===== src/rtl/dc_codec_pkg.sv =====
// Shared constants and types for the DC-coefficient entropy codec.
// The encoder and decoder both import this package so that the codebook
// rules (initial k, combo Rice/escape split, prefix limit) stay in lock-step.
package dc_codec_pkg;

  // Coefficient / difference width (two's complement).
  localparam int DC_W              = 20;
  // Exp-Golomb order used for the first coefficient of a slice.
  localparam int FIRST_K           = 5;
  // Value the previous difference takes at slice start and after the first
  // coefficient, so the second codeword selects the large-magnitude book.
  localparam int INIT_PREV_DIFF    = 3;
  // Combo codebook: Rice order for short prefixes, escape suffix base length,
  // and the largest prefix that still means "Rice".
  localparam int COMBO_RICE_K      = 2;
  localparam int COMBO_ESC_K       = 3;
  localparam int COMBO_LAST_RICE_Q = 1;
  // Longest legal leading-zero run; anything longer is a stream error.
  localparam int MAX_PREFIX        = 19;
  // Width of the Exp-Golomb order field.
  localparam int K_W               = 3;

  typedef enum logic {
    CB_EG,
    CB_COMBO
  } codebook_e;

  typedef enum logic [2:0] {
    ST_IDLE,
    ST_PREFIX,
    ST_SUFFIX,
    ST_MAP,
    ST_EMIT,
    ST_ERR
  } state_e;

endpackage


===== src/rtl/dc_codebook_select.sv =====
// Adaptive codebook choice for the DC codec (shared by encoder and decoder).
// Ports:
//   first     - current coefficient is the first of the slice
//   prev_diff - previous DC difference (two's complement)
//   codebook  - CB_EG or CB_COMBO
//   k         - Exp-Golomb order (meaningful for CB_EG)
module dc_codebook_select
  import dc_codec_pkg::*;
#(
  parameter int DIFF_W = dc_codec_pkg::DC_W
) (
  input  logic              first,
  input  logic [DIFF_W-1:0] prev_diff,
  output codebook_e         codebook,
  output logic [K_W-1:0]    k
);

  // Order used once |prev_diff| reaches 3 or more.
  localparam int LARGE_K = 3;

  logic [DIFF_W-1:0] neg_diff;

  // NOTE: every output of a combinational block gets a default first, so no
  // path through the if/else chain can leave it unassigned and infer a latch.
  always_comb begin
    neg_diff = -prev_diff;
    codebook = CB_EG;
    k        = K_W'(LARGE_K);
    // Magnitude is classified by comparing both signs against 1 and 2, which
    // avoids taking |x| of the most negative value.
    if (first) begin
      k = K_W'(FIRST_K);
    end else if (prev_diff == '0) begin
      k = '0;
    end else if (prev_diff == DIFF_W'(1) || neg_diff == DIFF_W'(1)) begin
      k = K_W'(1);
    end else if (prev_diff == DIFF_W'(2) || neg_diff == DIFF_W'(2)) begin
      codebook = CB_COMBO;
      k        = K_W'(COMBO_RICE_K);
    end
  end

endmodule


===== src/rtl/entropy_decode_dc_coefficients.sv =====
// Serial DC-coefficient decoder for one slice.
// Consumes one codeword bit per accepted cycle, rebuilds each DC value by
// inverting the adaptive entropy code and accumulating the differences.
// Ports:
//   clk, reset          - clock; synchronous active-high reset
//   start, dc_count     - begin a slice of dc_count coefficients (aborts any
//                         slice in progress)
//   bit_in/valid/ready  - MSB-first stream input handshake
//   dc_coeff/valid/ready- reconstructed coefficient output handshake
//   busy                - slice in progress (also high while in error)
//   done                - one-cycle pulse after the last coefficient leaves
//   error               - prefix overrun; held until the next start
module entropy_decode_dc_coefficients #(
  parameter int DC_W       = dc_codec_pkg::DC_W,
  parameter int CNT_W      = 8,
  parameter int MAX_PREFIX = dc_codec_pkg::MAX_PREFIX
) (
  input  logic             clk,
  input  logic             reset,
  input  logic             start,
  input  logic [CNT_W-1:0] dc_count,
  input  logic             bit_in,
  input  logic             bit_valid,
  output logic             bit_ready,
  output logic [DC_W-1:0]  dc_coeff,
  output logic             dc_valid,
  input  logic             dc_ready,
  output logic             busy,
  output logic             done,
  output logic             error
);

  import dc_codec_pkg::*;

  // Longest codeword body: terminating '1' plus up to MAX_PREFIX+FIRST_K bits.
  localparam int ACC_W = MAX_PREFIX + FIRST_K + 1;
  localparam int SYM_W = (ACC_W > DC_W) ? ACC_W : DC_W;
  localparam int Z_W   = $clog2(MAX_PREFIX + 2);
  localparam int REM_W = $clog2(ACC_W + 1);

  state_e             state_q, state_d;
  logic [Z_W-1:0]     z_q, z_d;
  logic [REM_W-1:0]   rem_q, rem_d;
  logic [ACC_W-1:0]   acc_q, acc_d;
  logic               first_q, first_d;
  logic [DC_W-1:0]    prev_dc_q, prev_dc_d;
  logic [DC_W-1:0]    prev_diff_q, prev_diff_d;
  logic [DC_W-1:0]    coeff_q, coeff_d;
  logic [CNT_W-1:0]   count_q, count_d;
  logic               done_q, done_d;

  codebook_e          codebook;
  logic [K_W-1:0]     k;
  logic               rice;
  logic               take;
  logic [REM_W-1:0]   suffix_len;
  logic [SYM_W-1:0]   sym;
  logic [DC_W-1:0]    mag;
  logic [DC_W-1:0]    dval;
  logic [DC_W-1:0]    diff;
  logic [DC_W-1:0]    dc_new;

  // first/prev_diff only change in MAP, so the selection is stable for the
  // whole PREFIX/SUFFIX span of a codeword.
  dc_codebook_select #(
    .DIFF_W (DC_W)
  ) u_select (
    .first     (first_q),
    .prev_diff (prev_diff_q),
    .codebook  (codebook),
    .k         (k)
  );

  assign bit_ready = (state_q == ST_PREFIX) || (state_q == ST_SUFFIX);
  assign take      = bit_valid && bit_ready;
  assign rice      = (z_q <= Z_W'(COMBO_LAST_RICE_Q));
  assign dc_valid  = (state_q == ST_EMIT);
  assign busy      = (state_q != ST_IDLE);
  assign error     = (state_q == ST_ERR);
  assign done      = done_q;
  assign dc_coeff  = coeff_q;

  // Suffix length once the terminating '1' is seen; z_q is the final prefix.
  always_comb begin
    if (codebook == CB_EG) begin
      suffix_len = REM_W'(z_q) + REM_W'(k);
    end else if (rice) begin
      suffix_len = REM_W'(COMBO_RICE_K);
    end else begin
      suffix_len = REM_W'(z_q) + REM_W'(COMBO_ESC_K) - REM_W'(COMBO_LAST_RICE_Q + 1);
    end
  end

  // Symbol recovery and reconstruction, consumed in MAP.
  always_comb begin
    if (codebook == CB_EG) begin
      sym = SYM_W'(acc_q) - (SYM_W'(1) << k);
    end else if (rice) begin
      // acc holds 1,b1,b0: the Rice remainder is just the low bits.
      sym = (SYM_W'(z_q) << COMBO_RICE_K) + SYM_W'(acc_q[COMBO_RICE_K-1:0]);
    end else begin
      sym = SYM_W'(acc_q);
    end
    // Zig-zag inverse: even -> sym/2, odd -> -(sym+1)/2, all modulo 2^DC_W.
    mag    = DC_W'(sym >> 1);
    dval   = sym[0] ? -(mag + DC_W'(1)) : mag;
    diff   = prev_diff_q[DC_W-1] ? -dval : dval;
    dc_new = prev_dc_q + diff;
  end

  always_comb begin
    state_d     = state_q;
    z_d         = z_q;
    rem_d       = rem_q;
    acc_d       = acc_q;
    first_d     = first_q;
    prev_dc_d   = prev_dc_q;
    prev_diff_d = prev_diff_q;
    coeff_d     = coeff_q;
    count_d     = count_q;
    done_d      = 1'b0;

    if (start) begin
      // A start in any state restarts the slice from a clean predictor.
      first_d     = 1'b1;
      prev_dc_d   = '0;
      prev_diff_d = DC_W'(INIT_PREV_DIFF);
      z_d         = '0;
      count_d     = dc_count;
      if (dc_count != '0) begin
        state_d = ST_PREFIX;
      end else begin
        state_d = ST_IDLE;
        done_d  = 1'b1;
      end
    end else begin
      case (state_q)
        ST_PREFIX: begin
          if (take) begin
            if (!bit_in) begin
              if (z_q == Z_W'(MAX_PREFIX)) begin
                state_d = ST_ERR;
              end else begin
                z_d = z_q + Z_W'(1);
              end
            end else begin
              acc_d   = ACC_W'(1);
              rem_d   = suffix_len;
              state_d = (suffix_len == '0) ? ST_MAP : ST_SUFFIX;
            end
          end
        end
        ST_SUFFIX: begin
          if (take) begin
            acc_d = {acc_q[ACC_W-2:0], bit_in};
            rem_d = rem_q - REM_W'(1);
            if (rem_q == REM_W'(1)) begin
              state_d = ST_MAP;
            end
          end
        end
        ST_MAP: begin
          coeff_d     = dc_new;
          prev_dc_d   = dc_new;
          prev_diff_d = first_q ? DC_W'(INIT_PREV_DIFF) : diff;
          first_d     = 1'b0;
          state_d     = ST_EMIT;
        end
        ST_EMIT: begin
          if (dc_ready) begin
            count_d = count_q - CNT_W'(1);
            if (count_q == CNT_W'(1)) begin
              state_d = ST_IDLE;
              done_d  = 1'b1;
            end else begin
              state_d = ST_PREFIX;
              z_d     = '0;
            end
          end
        end
        default: begin
          // IDLE waits for start; ERR is left only by start or reset.
        end
      endcase
    end
  end

  // NOTE: state registers use non-blocking assignments so every flop samples
  // the pre-edge value of every other flop, independent of statement order.
  always_ff @(posedge clk) begin
    if (reset) begin
      state_q     <= ST_IDLE;
      z_q         <= '0;
      rem_q       <= '0;
      acc_q       <= '0;
      first_q     <= 1'b1;
      prev_dc_q   <= '0;
      prev_diff_q <= DC_W'(INIT_PREV_DIFF);
      coeff_q     <= '0;
      count_q     <= '0;
      done_q      <= 1'b0;
    end else begin
      state_q     <= state_d;
      z_q         <= z_d;
      rem_q       <= rem_d;
      acc_q       <= acc_d;
      first_q     <= first_d;
      prev_dc_q   <= prev_dc_d;
      prev_diff_q <= prev_diff_d;
      coeff_q     <= coeff_d;
      count_q     <= count_d;
      done_q      <= done_d;
    end
  end

endmodule


===== config.mk =====
export PLATFORM = sky130hd
export DESIGN_NAME = entropy_decode_dc_coefficients
export DESIGN_NICKNAME = d
export VERILOG_FILES = /design/src/rtl/dc_codec_pkg.sv /design/src/rtl/dc_codebook_select.sv /design/src/rtl/entropy_decode_dc_coefficients.sv
export SDC_FILE = /design/constraint.sdc
export NUM_CORES = 1
export LEC_CHECK = 0
export CAP_MARGIN = 20
export CELL_PAD_IN_SITES_DETAIL_PLACEMENT = 1
export CELL_PAD_IN_SITES_GLOBAL_PLACEMENT = 2
export CORE_AREA = 2 2 153 155
export CTS_CLUSTER_SIZE = 25
export DETAILED_ROUTE_END_ITERATION = 10
export DIE_AREA = 0 0 155 157
export GPL_TIMING_DRIVEN = 1
export PLACE_DENSITY = 0.85
export SKIP_CTS_REPAIR_TIMING = 1
export SLEW_MARGIN = 20
export SYNTH_ARGS = -nofsm -noshare
export SYNTH_HDL_FRONTEND = slang
export SYNTH_SLANG_ARGS = --single-unit

===== constraint.sdc =====
create_clock -name clk -period 6 [get_ports clk]
set_clock_uncertainty 0.05 [all_clocks]
set_input_delay 1.5 -clock clk [delete_from_list [all_inputs] [get_ports clk]]
set_output_delay 1.5 -clock clk [all_outputs]
set_load 0.05 [all_outputs]

---- Yosys cells after proc, flatten, opt, wreduce, memory -nomap -nowiden ----
Index checks and enable logic that the tools add are counted.
word-level totals
  output and inout bits ................... 25
  input bits .............................. 14
  flip-flop bits (word level) ............. 104
  logic and storage cells ................. 117
cells by class
  multiplexer cells ....................... 48
  shift-type cells ........................ 1
  reductions and logical operators ........ 19
  bitwise gates (word level) .............. 1
  equal/unequal tests ..................... 24
  $lt $le $gt $ge ......................... 1
  $add $sub $neg .......................... 13
operators with widths
  kind                                                                number
  21-bit two-way mux                                                  5
  20-bit two-way mux                                                  3
  20-bit negation                                                     3
  5-bit two-way mux                                                   10
  21-bit case mux with 2 select lines                                 1
  20-bit by 1-bit == test with 1-bit output, second input constant    2
  20-bit by 2-bit == test with 1-bit output, second input constant    2
  3-bit two-way mux                                                   10
  8-bit two-way mux                                                   3
  1-bit by 3-bit left shift with 21-bit output, first input constant  1
  21-bit subtractor                                                   1
  20-bit by 1-bit adder with 20-bit output, second input constant     1
  20-bit adder                                                        1
  20-bit logical NOT                                                  1
  5-bit case mux with 2 select lines                                  2
  1-bit two-way mux                                                   13
  2-bit != test, second input constant                                6
  3-bit case mux with 4 select lines                                  1
  6-bit AND reduction                                                 2
  7-bit by 2-bit adder with 8-bit output                              1
  8-bit by 1-bit == test with 1-bit output, second input constant     1
  2-bit nonzero test                                                  4
  8-bit nonzero test                                                  1
  8-bit by 1-bit subtractor with 8-bit output, second input constant  1
  other kinds (24)                                                    31

---- Logic depth before layout (Yosys ltp) ----
Gate-level depths: netlist of run 1.
  word-level depth ........................ 16
  gate-level depth with buffers ........... 31

---- Cells and area by module ----
Synthesis of run 1 repeated with hierarchy kept, for this count alone.
unflattened totals
  cell total of the unflattened synthesis .. 953
  area total of the unflattened synthesis .. 7274.5 um2
modules (own cells, without submodules)
  module                          cells each  area an instance (um2)  times used
  entropy_decode_dc_coefficients  920         7044.3                  1
  dc_codebook_select              33          230.2                   1

---- Worst setup path after synthesis of run 1 ----
OpenSTA, ideal clock, no wires.
  path type ............................... flip-flop to flip-flop
  start ................................... register prev_diff_q[15]
  end ..................................... register prev_dc_q[19]
  setup time .............................. 0.071 ns
  buffers on the path ..................... 0
  path slack .............................. -0.394 ns
  stages on the path, launching flop included .. 31
  data arrival time ....................... 6.274 ns
  period minus slack after synthesis ...... 6.394 ns
  data required time ...................... 5.879 ns
  cells stage by stage .................... dfxtp_1 or4_4 nor4_4 nand2b_2 o211a_1 nor2_1 ha_1 inv_1 fa_1 a21o_1 a21oi_1 xnor2_1 xnor2_1 nor3_1 inv_1 o2bb2ai_1 nand3_1 or3_1 a41o_1 xnor2_1 ha_1 a21o_1 a21oi_1 o2111ai_1 a31oi_1 nor2b_1 o21ai_0 a21oi_1 xnor3_1 or3_1 a21oi_1
between the ends
  word-level cells in the longest chain between the ends .. 16
  elaborated cells on any way between the ends .. 25
  classes of those cells .................. add/sub (6); eq/ne (4); shift (1); mux (11); reduce/logical (3)
ends and longest elaborated chain
  what                                          RTL line                               RTL
  start, declared                               entropy_decode_dc_coefficients.sv:47   logic [DC_W-1:0] prev_diff_q, prev_diff_d;
  start signal, assigned                        entropy_decode_dc_coefficients.sv:198  prev_diff_q <= DC_W'(INIT_PREV_DIFF);
  start signal, assigned                        entropy_decode_dc_coefficients.sv:209  prev_diff_q <= prev_diff_d;
  20-bit negation                               dc_codebook_select.sv:26               neg_diff = -prev_diff;
  20-bit by 2-bit == test with 1-bit output     dc_codebook_select.sv:37               end else if (prev_diff == DIFF_W'(2) || neg_diff == DIFF_W'(2)) begin
  1-bit logical OR                              dc_codebook_select.sv:37
  1-bit two-way mux                             dc_codebook_select.sv:37
  3-bit two-way mux                             dc_codebook_select.sv:35               end else if (prev_diff == DIFF_W'(1) || neg_diff == DIFF_W'(1)) begin
  3-bit two-way mux                             dc_codebook_select.sv:33               end else if (prev_diff == '0) begin
  3-bit two-way mux                             dc_codebook_select.sv:31               if (first) begin
  1-bit by 3-bit left shift with 21-bit output  entropy_decode_dc_coefficients.sv:97   sym = SYM_W'(acc_q) - (SYM_W'(1) << k);
  21-bit subtractor                             entropy_decode_dc_coefficients.sv:97
  21-bit two-way mux (*)                        entropy_decode_dc_coefficients.sv:96   if (codebook == CB_EG) begin
  20-bit by 1-bit adder with 20-bit output      entropy_decode_dc_coefficients.sv:106  dval = sym[0] ? -(mag + DC_W'(1)) : mag;
  20-bit negation                               entropy_decode_dc_coefficients.sv:106
  20-bit two-way mux (*)                        entropy_decode_dc_coefficients.sv:106
  20-bit negation                               entropy_decode_dc_coefficients.sv:107  diff = prev_diff_q[DC_W-1] ? -dval : dval;
  20-bit two-way mux (*)                        entropy_decode_dc_coefficients.sv:107
  20-bit adder (*)                              entropy_decode_dc_coefficients.sv:108  dc_new = prev_dc_q + diff;
  end signal, assigned                          entropy_decode_dc_coefficients.sv:208  prev_dc_q <= prev_dc_d;
  end, declared                                 entropy_decode_dc_coefficients.sv:46   logic [DC_W-1:0] prev_dc_q, prev_dc_d;
Mark *: on every way between the ends. The rest lies on a longest branch, timed or not.
A chain may end at the register's enable or synchronous reset.

---- Worst setup path after layout of run 1 ----
  start ................................... register prev_diff_q[18]
  end ..................................... register prev_dc_q[19]
The elaborated chain is that of the path after synthesis.

==> results of run 1 <==
[per-layer routing]
layer / share of wire / vias up / global-route usage
li1: - / 3754 / -
met1: 0.46 / 3769 / 0.257
met2: 0.50 / 120 / 0.353
met3: 0.029 / 26 / 0.0325
met4: 0.015 / 0 / 0.0388
met5: 0 / - / 0
[sequential cells by signal, indices dropped and copies added (netlist names)]
name	flops
acc_q	21
count_q	8
dc_coeff	20
done	1
first_q	1
prev_dc_q	20
prev_diff_q	20
rem_q	5
state_q	3
z_q	5
[area by class of cell]
cell class | count | area (sq um) | share of cell area
Multi-Input combinational cell | 808 | 5490 | 0.572
Sequential cell | 104 | 2080 | 0.217
Timing Repair Buffer | 156 | 1270 | 0.132
Tap cell | 285 | 357 | 0.0372
Clock buffer | 10 | 239 | 0.0249
Inverter | 22 | 82.6 | 0.00861
Clock inverter | 6 | 75.1 | 0.00783
[metrics by stage]
stage	setup TNS [ns]	setup slack [ns]	hold slack [ns]	cell area [sq um]
global route	-9.50	-0.890	0.418	9590
finish	-3.49	-0.573	0.401	9590
CTS	-4.66	-0.588	0.407	9030
floorplan	0	0.00936	0.388	7480
detailed placement	-3.28	-0.524	0.396	8720
global placement	-1.61	-0.323	0.393	8720
[logic make-up (layout without fill, tap and decap cells)]
group,after synthesis,after routing
buffers and inverters,78,194
xor gates and xnor gates,70,70
AOI/OAI and AO/OA,270,270
DFF,104,104
other,1,2
and+or+nand+nor,414,414
adders and majority gates,39,39
muxes,13,13
[final timing paths]
path,start,endpoint,slack (ns),depth (start not counted)
max reg2reg,prev_diff_q[18],prev_dc_q[19],-0.57,31
min,dc_coeff[5],dc_coeff[5],0.40,2
min reg2reg,dc_coeff[5],dc_coeff[5],0.40,2
max,prev_diff_q[18],prev_dc_q[19],-0.57,31
[power by group through the flow]
stage / logic, mW / registers (mW) / clock network, mW
6_report: 0.197 / 0.704 / 0.649
5_1_grt: 0.215 / 0.705 / 0.691
4_1_cts: 0.176 / 0.703 / 0.666
3_5_place_dp: 0.174 / 0.720 / 0
3_3_place_gp: 0.171 / 0.720 / 0
2_1_floorplan: 0.110 / 0.719 / 0
[cells in the mapped netlist, drive strengths merged, types with 5 or more instances]
master,count
nand2,134
a21oi,114
dfxtp,104
nor2,98
o21ai,56
xnor2,53
nand3,52
clkbuf,49
ha,36
nor3,33
inv,21
a22oi,16
xor2,15
a31oi,14
nor4,13
nand4,12
or3,11
a211oi,10
nand2b,10
nor2b,10
mux2i,9
buf,7
o31ai,7
or2,7
a21o,5
and2,5
and3,5
o21bai,5
[worst register-to-register path, delay by kind of cell, from the launching register on]
kind	cells	cell delay (ns)
simple gates	9	2.21
buf+inv	3	0.27
fa+ha+maj	3	0.79
compound gates	12	2.17
xor+xnor	4	0.70
flops	1	0.32
==> reports/metrics.cfg, run 1 <==
[outcome]
status = complete, but fails checks
violations = setup timing

[global_routing]
grt_pass1_vias = 7588
grt_use_total = 0.199
overflow = 0
grt_pass1_wl_mm = 39.2
antenna_found_initial = 0
grt_max_degree = 58

[floorplanning]
rows = 55
dieHeight_um = 157
io_pins = 39
core-area_sq_mm = 0.0225
start_util = 0.330
die-area_sq_mm = 0.0243
dieWidth_um = 155

[cts]
cts.path.max_buffers = 2
htreeDepth = 3
clock_latency_ns = 0.37
cts_num_sinks = 104
clk_pin_slew_ns = 0.08
cts_made_buffers = 9
cts_root_buf = clkbuf_16
cts_tree = built

[synthesis]
synth_fa_ha_area_frac = 0.0675
syn_area_per_cell_sq_um = 7.50
synth_compound_area_frac = 0.229
ys_seq_area_frac = 0.281
syn_inst = 989
synth_seq_cells = 104
synth_xor_area_frac = 0.0864
synth_edf_count = 0
async_reset_ff_frac = 0
yosys.area.top_type = dfxtp_1
synth_top_family_by_area = simple AND/OR/NAND/NOR gates
synth_area_sq_mm = 0.00742
synthMuxAreaShare = 0.0182
synth_cell_type_count = 93
ys_top_cells_by_area = dfxtp_1 (28%), a21oi_1 (7.5%), nand2_1 (6.8%)
synth_top_area_share = 0.281
synth_flop_cell = dfxtp_1
synth_simple_gate_area_share = 0.273
ys_warn_count = 0

[setup_path]
setup.worst_path.end_class = flop
critPathKind = flop to flop
cp_num_buf_inv = 3
path_max_fanout = 4
critPathTopFamily = simple AND/OR/NAND/NOR gates
critPathSlowestCell = or4_4
cp.required_ns = 6.25
max_stage_delay_ns = 0.57
cpMostUsedCell = a21oi_2
crit_arrival_ns = 6.82
cp-start-kind = flop

[power_and_ir_drop]
power.density_mw_per_mm2 = 162
p_comb_frac = 0.127
p_clk_frac = 0.419
power.leakage_nw = 3.62
share_seq_of_total_power = 0.454
swShare = 0.276
ir_worst_vdd_mv = 0.119
power.switching_mw = 0.428
p_total_mw = 1.55
p_int_mw = 1.12

[finish]
layout_commonest_cell = nand2_1
diodes = 0
postLayoutCoreUtil = 0.426
fillers = 2681
final_cell_mix = nand2_1 (132), buf_4 (116), dfxtp_1 (103)
area_growth_pct = 29.3
final_nets = 1153
drive_above_1_share = 0.222
post_layout_nonfiller_instances = 1391

[placement]
dp.cells = 1357
portBuffers = 38
routabilityCongestion = 0.878
hpwl_mm = 17.7

[hold_path]
hold_path.class = flop to flop

[sta]
timing.final.crit_share = 1.10
worstMarginPinSlew_ns = 1.09
min_period_ns = 6.57
hold_viol_final = 0
setup_ws_ns = -0.573
max_freq_mhz = 152
relSlewSlack = 0.269
setup_viol = 14
rsz0062_at_grt = yes
maxSlewViolCount = 0

[routing]
vias = 7669
wire_per_inst_um = 17.7
drc = 0
drtIter0Drc = 402
drtPass1Iterations = 5
routed_wl_mm = 24.6
drtAntennaViolNets = 0
vias_per_cell = 5.51

[run]
maxCapViolCount = 0

(Power assumes the default switching activity.)
==> run 2, diff against run 1 <==
--- a/config.mk
+++ b/config.mk
@@ -5,7 +5,7 @@
 export SDC_FILE = /design/constraint.sdc
 export NUM_CORES = 1
 export LEC_CHECK = 0
-export CAP_MARGIN = 20
+export CAP_MARGIN = 10
 export CELL_PAD_IN_SITES_DETAIL_PLACEMENT = 1
 export CELL_PAD_IN_SITES_GLOBAL_PLACEMENT = 2
 export CORE_AREA = 2 2 153 155
==> run 2 against run 1 <==
Net effect:
- the run still ends with setup timing left
- clock power rose by 0.6%
- worst hold slack about the same
- sequential share of layout area is essentially flat
- critical endpoint unchanged
==> reports/metrics.cfg, run 2 (same netlist as run 1, synthesis figures left out) <==
[outcome]
status = complete, but fails checks
violations = setup timing

[setup_path]
max_stage_delay_ns = 0.57
path_max_fanout = 4
setup.worst_path.end_class = flop
cp.required_ns = 6.25
cp-start-kind = flop
critPathSlowestCell = or4_4
rrSetupSlack_ns = -0.49
r2r-start = prev_diff_q[18]
critPathKind = flop to flop
r2r-end = prev_dc_q[19]
crit_arrival_ns = 6.74
cpMostUsedCell = a21oi_2
r2r_cells = 31

[sta]
max_freq_mhz = 154
relSlewSlack = 0.243
min_period_ns = 6.49
worstMarginPinSlew_ns = 1.13
maxSlewViolCount = 0
setup_viol = 14
timing.final.crit_share = 1.08
hold_viol_final = 0
setup_ws_ns = -0.491
rsz0062_at_grt = yes

[hold_path]
holdPathStages = 2
hold_start = dc_coeff[5]
hold_path.class = flop to flop
hold_end = dc_coeff[5]

[floorplanning]
io_pins = 39
dieHeight_um = 157
dieWidth_um = 155
rows = 55
core-area_sq_mm = 0.0225
die-area_sq_mm = 0.0243
start_util = 0.330

[routing]
routed_wl_mm = 24.8
drtPass1Iterations = 4
drtIter0Drc = 368
wire_per_inst_um = 17.8
drtAntennaViolNets = 0
vias = 7631
vias_per_cell = 5.49
drc = 0

[cts]
cts_made_buffers = 9
htreeDepth = 3
cts_tree = built
cts_root_buf = clkbuf_16
clock_latency_ns = 0.37
cts.path.max_buffers = 2
clk_pin_slew_ns = 0.08
cts_num_sinks = 104

[finish]
top_register = acc_q
diodes = 0
drive_above_1_share = 0.222
layout_commonest_cell = nand2_1
post_layout_nonfiller_instances = 1391
largest_reg_flops = 21
fillers = 2680
final_nets = 1153
area_growth_pct = 29.5
final_cell_mix = nand2_1 (131), buf_4 (113), dfxtp_1 (103)

[power_and_ir_drop]
power.density_mw_per_mm2 = 162
ir_worst_vdd_mv = 0.119
power.leakage_nw = 3.63
p_total_mw = 1.56

[global_routing]
grt_pass1_vias = 7588
grt_pass1_wl_mm = 39.2
overflow = 0
grt_use_total = 0.199
grt_max_degree = 58
antenna_found_initial = 0

[run]
maxCapViolCount = 0

[placement]
routabilityCongestion = 0.878
hpwl_mm = 17.7
dp.cells = 1357
portBuffers = 38

run 2: cell types whose count changed in the layout (fill, tap and decap cells not counted), moves of 2 or more:
cell     before  now
buf_4       116  113
buf_6         2    5
o21ai_0      30   32
o21ai_1      20   15
o21ai_2       6    8
xnor2_2      10    8
run 2: worst max-delay path: cells and delay by family, from the launching register on:
| kind | cells | cell delay, ns |
|---|---|---|
| flops | 1 | 0.32 |
| fa+ha+maj | 3 | 0.77 |
| xor+xnor | 4 | 0.69 |
| simple gates | 9 | 2.19 |
| buf+inv | 3 | 0.26 |
| compound gates | 12 | 2.15 |
run 2: how the worst max path moves through the flow:
stage / from / cells after the start / to
final: prev_diff_q[18] / 31 / prev_dc_q[19]
after CTS: prev_diff_q[2] / 31 / prev_dc_q[19]
after global routing: prev_diff_q[18] / 31 / prev_dc_q[19]
after floorplan: prev_diff_q[2] / 30 / prev_dc_q[19]
after detailed placement: prev_diff_q[2] / 31 / prev_dc_q[19]
after global placement: prev_diff_q[2] / 29 / dc_coeff[18]
run 2: layer usage:
layer,up-vias,share of wire,GRT usage
met5,-,0,0
li1,3751,-,-
met3,24,0.028,0.0325
met4,0,0.012,0.0388
met1,3754,0.46,0.257
met2,102,0.50,0.353
run 2: power by group:
| part | switching [mW] | total [mW] | internal (mW) |
|---|---|---|---|
| clock network | 0.309 | 0.653 | 0.343 |
| logic | 0.116 | 0.201 | 0.0856 |
| registers | 0.00802 | 0.704 | 0.696 |
| total | 0.433 | 1.56 | 1.12 |
run 2: layout make-up:
type                    instances  area, sq um  area share
well taps                     285          357      0.0371
multi-input cells             808         5490       0.572
clock inverters                 6         75.1     0.00781
clock buffers                  10          239      0.0249
flip-flops and latches        104         2080       0.217
inverters                      22         82.6     0.00860
repair buffers                156         1280       0.133
run 2: through the flow:
| step | utilization | setup TNS (ns) | setup WS, ns | hold WS (ns) | area, sq um |
|---|---|---|---|---|---|
| finish | 0.427 | -3.20 | -0.491 | 0.402 | 9610 |
| global route | 0.427 | -9.88 | -0.876 | 0.418 | 9610 |
| CTS | 0.401 | -4.66 | -0.588 | 0.407 | 9030 |
| detailed placement | 0.387 | -3.28 | -0.524 | 0.396 | 8720 |
| global placement | 0.387 | -1.61 | -0.323 | 0.393 | 8720 |
| floorplan | - | 0 | 0.00936 | 0.388 | 7480 |
==> run 3, diff against run 2 <==
--- a/config.mk
+++ b/config.mk
@@ -13,7 +13,7 @@
 export DETAILED_ROUTE_END_ITERATION = 10
 export DIE_AREA = 0 0 155 157
 export GPL_TIMING_DRIVEN = 1
-export PLACE_DENSITY = 0.85
+export PLACE_DENSITY_LB_ADDON = 0.1
 export SKIP_CTS_REPAIR_TIMING = 1
 export SLEW_MARGIN = 20
 export SYNTH_ARGS = -nofsm -noshare
==> run 3 against run 2 <==
Net effect:
- the flow still finishes with violations (setup timing)
- maximum frequency is 2.8% higher
- worst hold slack improved by 0.0067 ns
- global-route usage grew 0.61 points
- cell count rose by 0.36%
- highest routed layer unchanged
==> reports/metrics.cfg, run 3 (same netlist as run 1, synthesis figures left out) <==
[run]
maxCapViolCount = 0

[outcome]
status = complete, but fails checks
violations = setup timing

[routing]
vias = 7480
drtPass1Iterations = 4
wire_per_inst_um = 17.5
drtIter0Drc = 304
routed_wl_mm = 24.4
vias_per_cell = 5.36
drc = 0
drtAntennaViolNets = 0

[setup_path]
max_stage_delay_ns = 0.57
cp-start-kind = flop
critPathKind = flop to flop
crit_arrival_ns = 6.56
path_max_fanout = 5
cp.required_ns = 6.24
critPathSlowestCell = or4_4
setup.worst_path.end_class = flop
cpMostUsedCell = a31oi_1

[sta]
setup_viol = 12
rsz0062_at_grt = yes
min_period_ns = 6.31
maxSlewViolCount = 0
setup_ws_ns = -0.314
worstMarginPinSlew_ns = 1.07
whs_ns = 0.409
relSlewSlack = 0.284
finalSetupTns_ns = -1.35
hold_viol_final = 0
timing.final.crit_share = 1.05
max_freq_mhz = 158

[floorplanning]
dieHeight_um = 157
die-area_sq_mm = 0.0243
io_pins = 39
start_util = 0.330
rows = 55
core-area_sq_mm = 0.0225
dieWidth_um = 155

[global_routing]
grt_pass1_vias = 7604
grt_pass1_wl_mm = 40.1
overflow = 0
grt_max_degree = 58
antenna_found_initial = 0
grt_use_total = 0.205

[finish]
drive_above_1_share = 0.192
top_register = acc_q
largest_reg_flops = 21
fin_area_sq_mm = 0.00936
post_layout_nonfiller_instances = 1396
final_nets = 1158
layout_commonest_cell = nand2_1
final_cell_mix = nand2_1 (133), buf_4 (123), a21oi_1 (107)
diodes = 0
area_growth_pct = 26.2

[cts]
clk_pin_slew_ns = 0.08
cts.path.max_buffers = 2
htreeDepth = 3
clock_latency_ns = 0.36
cts_tree = built
cts_num_sinks = 104
cts_root_buf = clkbuf_16
cts_made_buffers = 9

[power_and_ir_drop]
power.leakage_nw = 3.58
power.density_mw_per_mm2 = 161
p_total_mw = 1.51
ir_worst_vdd_mv = 0.127

[hold_path]
hold_path.class = flop to flop

[placement]
hpwl_mm = 18.2
portBuffers = 38
place_area_sq_mm = 0.00882
dp.cells = 1370
routabilityCongestion = 0.812

## run 3: changes by cell type in the layout (fill, tap and decap cells not counted), sizes merged
cell / previous run / this run
inv: 24 / 25
buf: 119 / 124
clkinv: 3 / 4
bufinv: 1 / 0
clkbuf: 10 / 9
## run 3: per-stage QoR
step	utilization	worst slack [ns]
after floorplan	-	0.00936
after global placement	0.392	-0.211
after detailed placement	0.392	-0.322
after CTS	0.405	-0.346
after global routing	0.416	-0.765
final	0.416	-0.314
## run 3: worst max-delay path: cells and delay by family (launching register included)
kind                       cells  cell delay [ns]
muxes                          1             0.20
buffers and inverters          3             0.27
DFF                            1             0.33
AOI/OAI and AO/OA             10             1.64
xor gates and xnor gates       3             0.64
and+or+nand+nor               11             2.29
adders and majority gates      3             0.80
## run 3: cell type report
type	count	area [sq um]
fill	2782	13100
clock buffer	9	225
sequential	104	2080
multi-input combinational	808	5240
inverter	22	82.6
timing repair buffer	161	1300
tap	285	357
clock inverter	7	75.1
## run 3: worst paths after layout
kind                   start  cells past startpoint  slack [ns]       endpoint
max reg2reg  prev_diff_q[18]                     31       -0.31  prev_dc_q[19]
max          prev_diff_q[18]                     31       -0.31  prev_dc_q[19]
min reg2reg      dc_coeff[6]                      2        0.41    dc_coeff[6]
min              dc_coeff[6]                      2        0.41    dc_coeff[6]
## run 3: routing by layer
| layer | part of all wire | global-route usage |
|---|---|---|
| met3 | 0.022 | 0.0253 |
| met1 | 0.47 | 0.266 |
| met5 | 0 | 0 |
| met4 | 0.011 | 0.0419 |
| met2 | 0.49 | 0.367 |
## run 3: where the power goes
group / switching (mW) / internal [mW]
sequential: 0.00832 / 0.696
clock: 0.328 / 0.297
combinational: 0.105 / 0.0759
total: 0.441 / 1.07
==> variant, RTL diff (flow settings as in run 3) <==
Reset style: asynchronous (`reset`), changed in one clocked block. Comments in the files are not updated.
--- a/src/rtl/entropy_decode_dc_coefficients.sv
+++ b/src/rtl/entropy_decode_dc_coefficients.sv
@@ -187,7 +187,7 @@
 
   // NOTE: state registers use non-blocking assignments so every flop samples
   // the pre-edge value of every other flop, independent of statement order.
-  always_ff @(posedge clk) begin
+  always_ff @(posedge clk or posedge reset) begin
     if (reset) begin
       state_q     <= ST_IDLE;
       z_q         <= '0;
Check against the original RTL: differs if reset is asserted again (counterexample within 4 cycles, from zero or initial values and one cycle with reset high); with reset held inactive, the same outputs for 10 cycles.
==> variant against run 3 <==
  * The flow still finishes with violations (negative setup slack)
  * Synthesized cell count down 8.6%
  * Die area unchanged
  * Routed wire length up 10%
  * Sequential cell count unchanged
  * Area after synthesis up 2.9%
  * Setup slack worse by 1.1 ns
  * Design area up 17%
  * Final cell count up 1.5%
  * Critical path type unchanged
Power is not compared: it rests on default switching activity, and its combinational part moved more than twofold at a synthesized area within 25%.
==> variant: results (changes against run 3) <==
stage;metric;value;unit;change
hold_path;hp-class;flip-flop to flip-flop;;
run_status;violations;negative setup slack;;
detailed_routing;wl;26.9;mm;+10%
grt;grt_antenna_before_repair;1;;+1
final_layout;fillers;2621;;-5.8%
final_layout;drive_gt1_frac;0.337;;+0.146
power;ir_drop;0.000178;V;
worst_setup_path;crit_fanout;5;;unchanged
run_status;status;finished, violations left;;
worst_setup_path;max_stage_delay;0.54;ns;-0.03 ns
final_layout;nNetsFinal;1179;;+1.8%
detailed_routing;vias_per_cell;5.50;;+2.6%
worst_setup_path;crit_arrival;7.63;ns;+1.07 ns
power;p_leak;4.95;nW;
clock_network;path_clk_slew;0.08;ns;about the same
placement;hpwl;19.9;mm;+9.5%
clock_network;cts.path.max_buffers;2;;unchanged
worst_setup_path;critPathSlowestCell;or4_4;;
detailed_routing;first_iter_violations;272;;-11%
synthesis;yosys_most_used_dff;dfrtp_1;;
sta;setup_viol_count_final;21;;+9
synthesis;ys_top_cells_by_area;dfrtp_1 (33%), ha_1 (5.9%), xnor2_1 (5.5%);;
placement;gp_congestion;0.877;;+8.0%
hold_path;hold_depth;2;;unchanged
final_layout;n_antenna_cell;0;;unchanged
placement;placed_cell_area;9780;um2;+11%
final_layout;top_register;acc_q;;
placement;port_buffers;38;;unchanged
detailed_routing;first_pass_iters;4;;unchanged
clock_network;cts.htree.levels;3;;unchanged
sta;final.setup.worst_slack;-1.43;ns;-1.12 ns
synthesis;ys_types;84;;-9.7%
synthesis;async_reset_ff_frac;1.00;;+1.00
synthesis;yosys_warnings;0;;unchanged
grt;grt_pass1_vias;8175;;+7.5%
grt;grt_max_degree;75;;+29%
power;power_density;354;nW/um2;
clock_network;clockRootBuffer;clkbuf_16;;
synthesis;yosysSeqAreaShare;0.341;;+0.0607
sta;maxSlewHeadroom;0.458;;+0.174
synthesis;netlist_top_cells_count;nand2_1 (108), dfrtp_1 (101), nor2_1 (78), o21ai_0 (63), a21oi_1 (61);;
grt;grtUsageTotal;0.219;;+0.0141
grt;grt_pass1_wl;42.5;mm;+5.8%
[variant: cell types whose count changed in the layout (fill, tap and decap cells not counted), moves of 9 or more]
| cell | delta |
|---|---|
| dfxtp_1 | -103 |
| dfrtp_1 | +101 |
| buf_4 | +83 |
| a21oi_1 | -64 |
| a22o_1 | +38 |
| nand3_1 | -38 |
| nand2_1 | -30 |
| nor2_1 | -23 |
| a22oi_1 | -11 |
| buf_6 | +11 |
| xnor2_1 | -11 |
| inv_1 | +10 |
| a21oi_2 | +9 |
[variant: cells by family after synthesis]
logic type               synth area share
XOR/XNOR                           0.0775
other                            0.000491
AND/OR/NAND/NOR                     0.217
buffers and inverters              0.0416
flip-flops                          0.341
multiplexers                       0.0128
AO/OA/AOI/OAI                       0.244
adder cells (fa/ha/maj)            0.0656
[variant: final cells by class]
class                           instances  area share
Tap cell                              285      0.0324
Sequential cell                       104       0.237
Timing Repair Buffer                  255       0.187
Clock inverter                          7      0.0105
Clock buffer                            9      0.0205
Inverter                               33      0.0117
Multi-Input combinational cell        724       0.501
[variant: per-stage QoR]
stage | setup WS, ns | setup TNS, ns | total power [mW] | cells
global route | -1.88 | -22.28 | 4.14 | 1417
floorplan | -1.02 | -4.16 | 2.10 | 905
CTS | -1.56 | -17.11 | 3.68 | 1393
global placement | -1.25 | -10.81 | 2.89 | 1377
detailed placement | -1.49 | -15.32 | 2.97 | 1377
finish | -1.43 | -13.88 | 3.89 | 1417
[variant: final timing paths]
| kind | from | end | slack [ns] |
|---|---|---|---|
| max | prev_diff_q[4] | prev_dc_q[19] | -1.43 |
| min | dc_coeff[3] | dc_coeff[3] | 0.43 |
| max reg2reg | prev_diff_q[4] | prev_dc_q[19] | -1.43 |
| min reg2reg | dc_coeff[3] | dc_coeff[3] | 0.43 |
| max in group asynchronous | reset | prev_dc_q[19] | 3.41 |
| min in group asynchronous | reset | count_q[6] | 1.55 |
[variant: routing by layer]
metal / track usage / up-vias / wire length [um]
li1: - / 3716 / -
met1: 0.260 / 3908 / 11200
met2: 0.409 / 109 / 14100
met3: 0.0325 / 55 / 851
met4: 0.0666 / 2 / 695
met5: 0 / - / 13
[variant: where the power goes]
part | switching [mW] | total, mW | internal, mW
sequential | 0.0944 | 0.909 | 0.814
combinational | 1.28 | 2.29 | 1.01
clock | 0.319 | 0.696 | 0.377
[variant: critical path: cells and delay by family (launching register included)]
family | cells | cell delay (ns)
compound gates | 13 | 2.81
xor+xnor | 1 | 0.22
fa+ha+maj | 2 | 0.57
buf+inv | 3 | 0.47
flops | 1 | 0.41
mux | 1 | 0.34
simple gates | 11 | 2.45
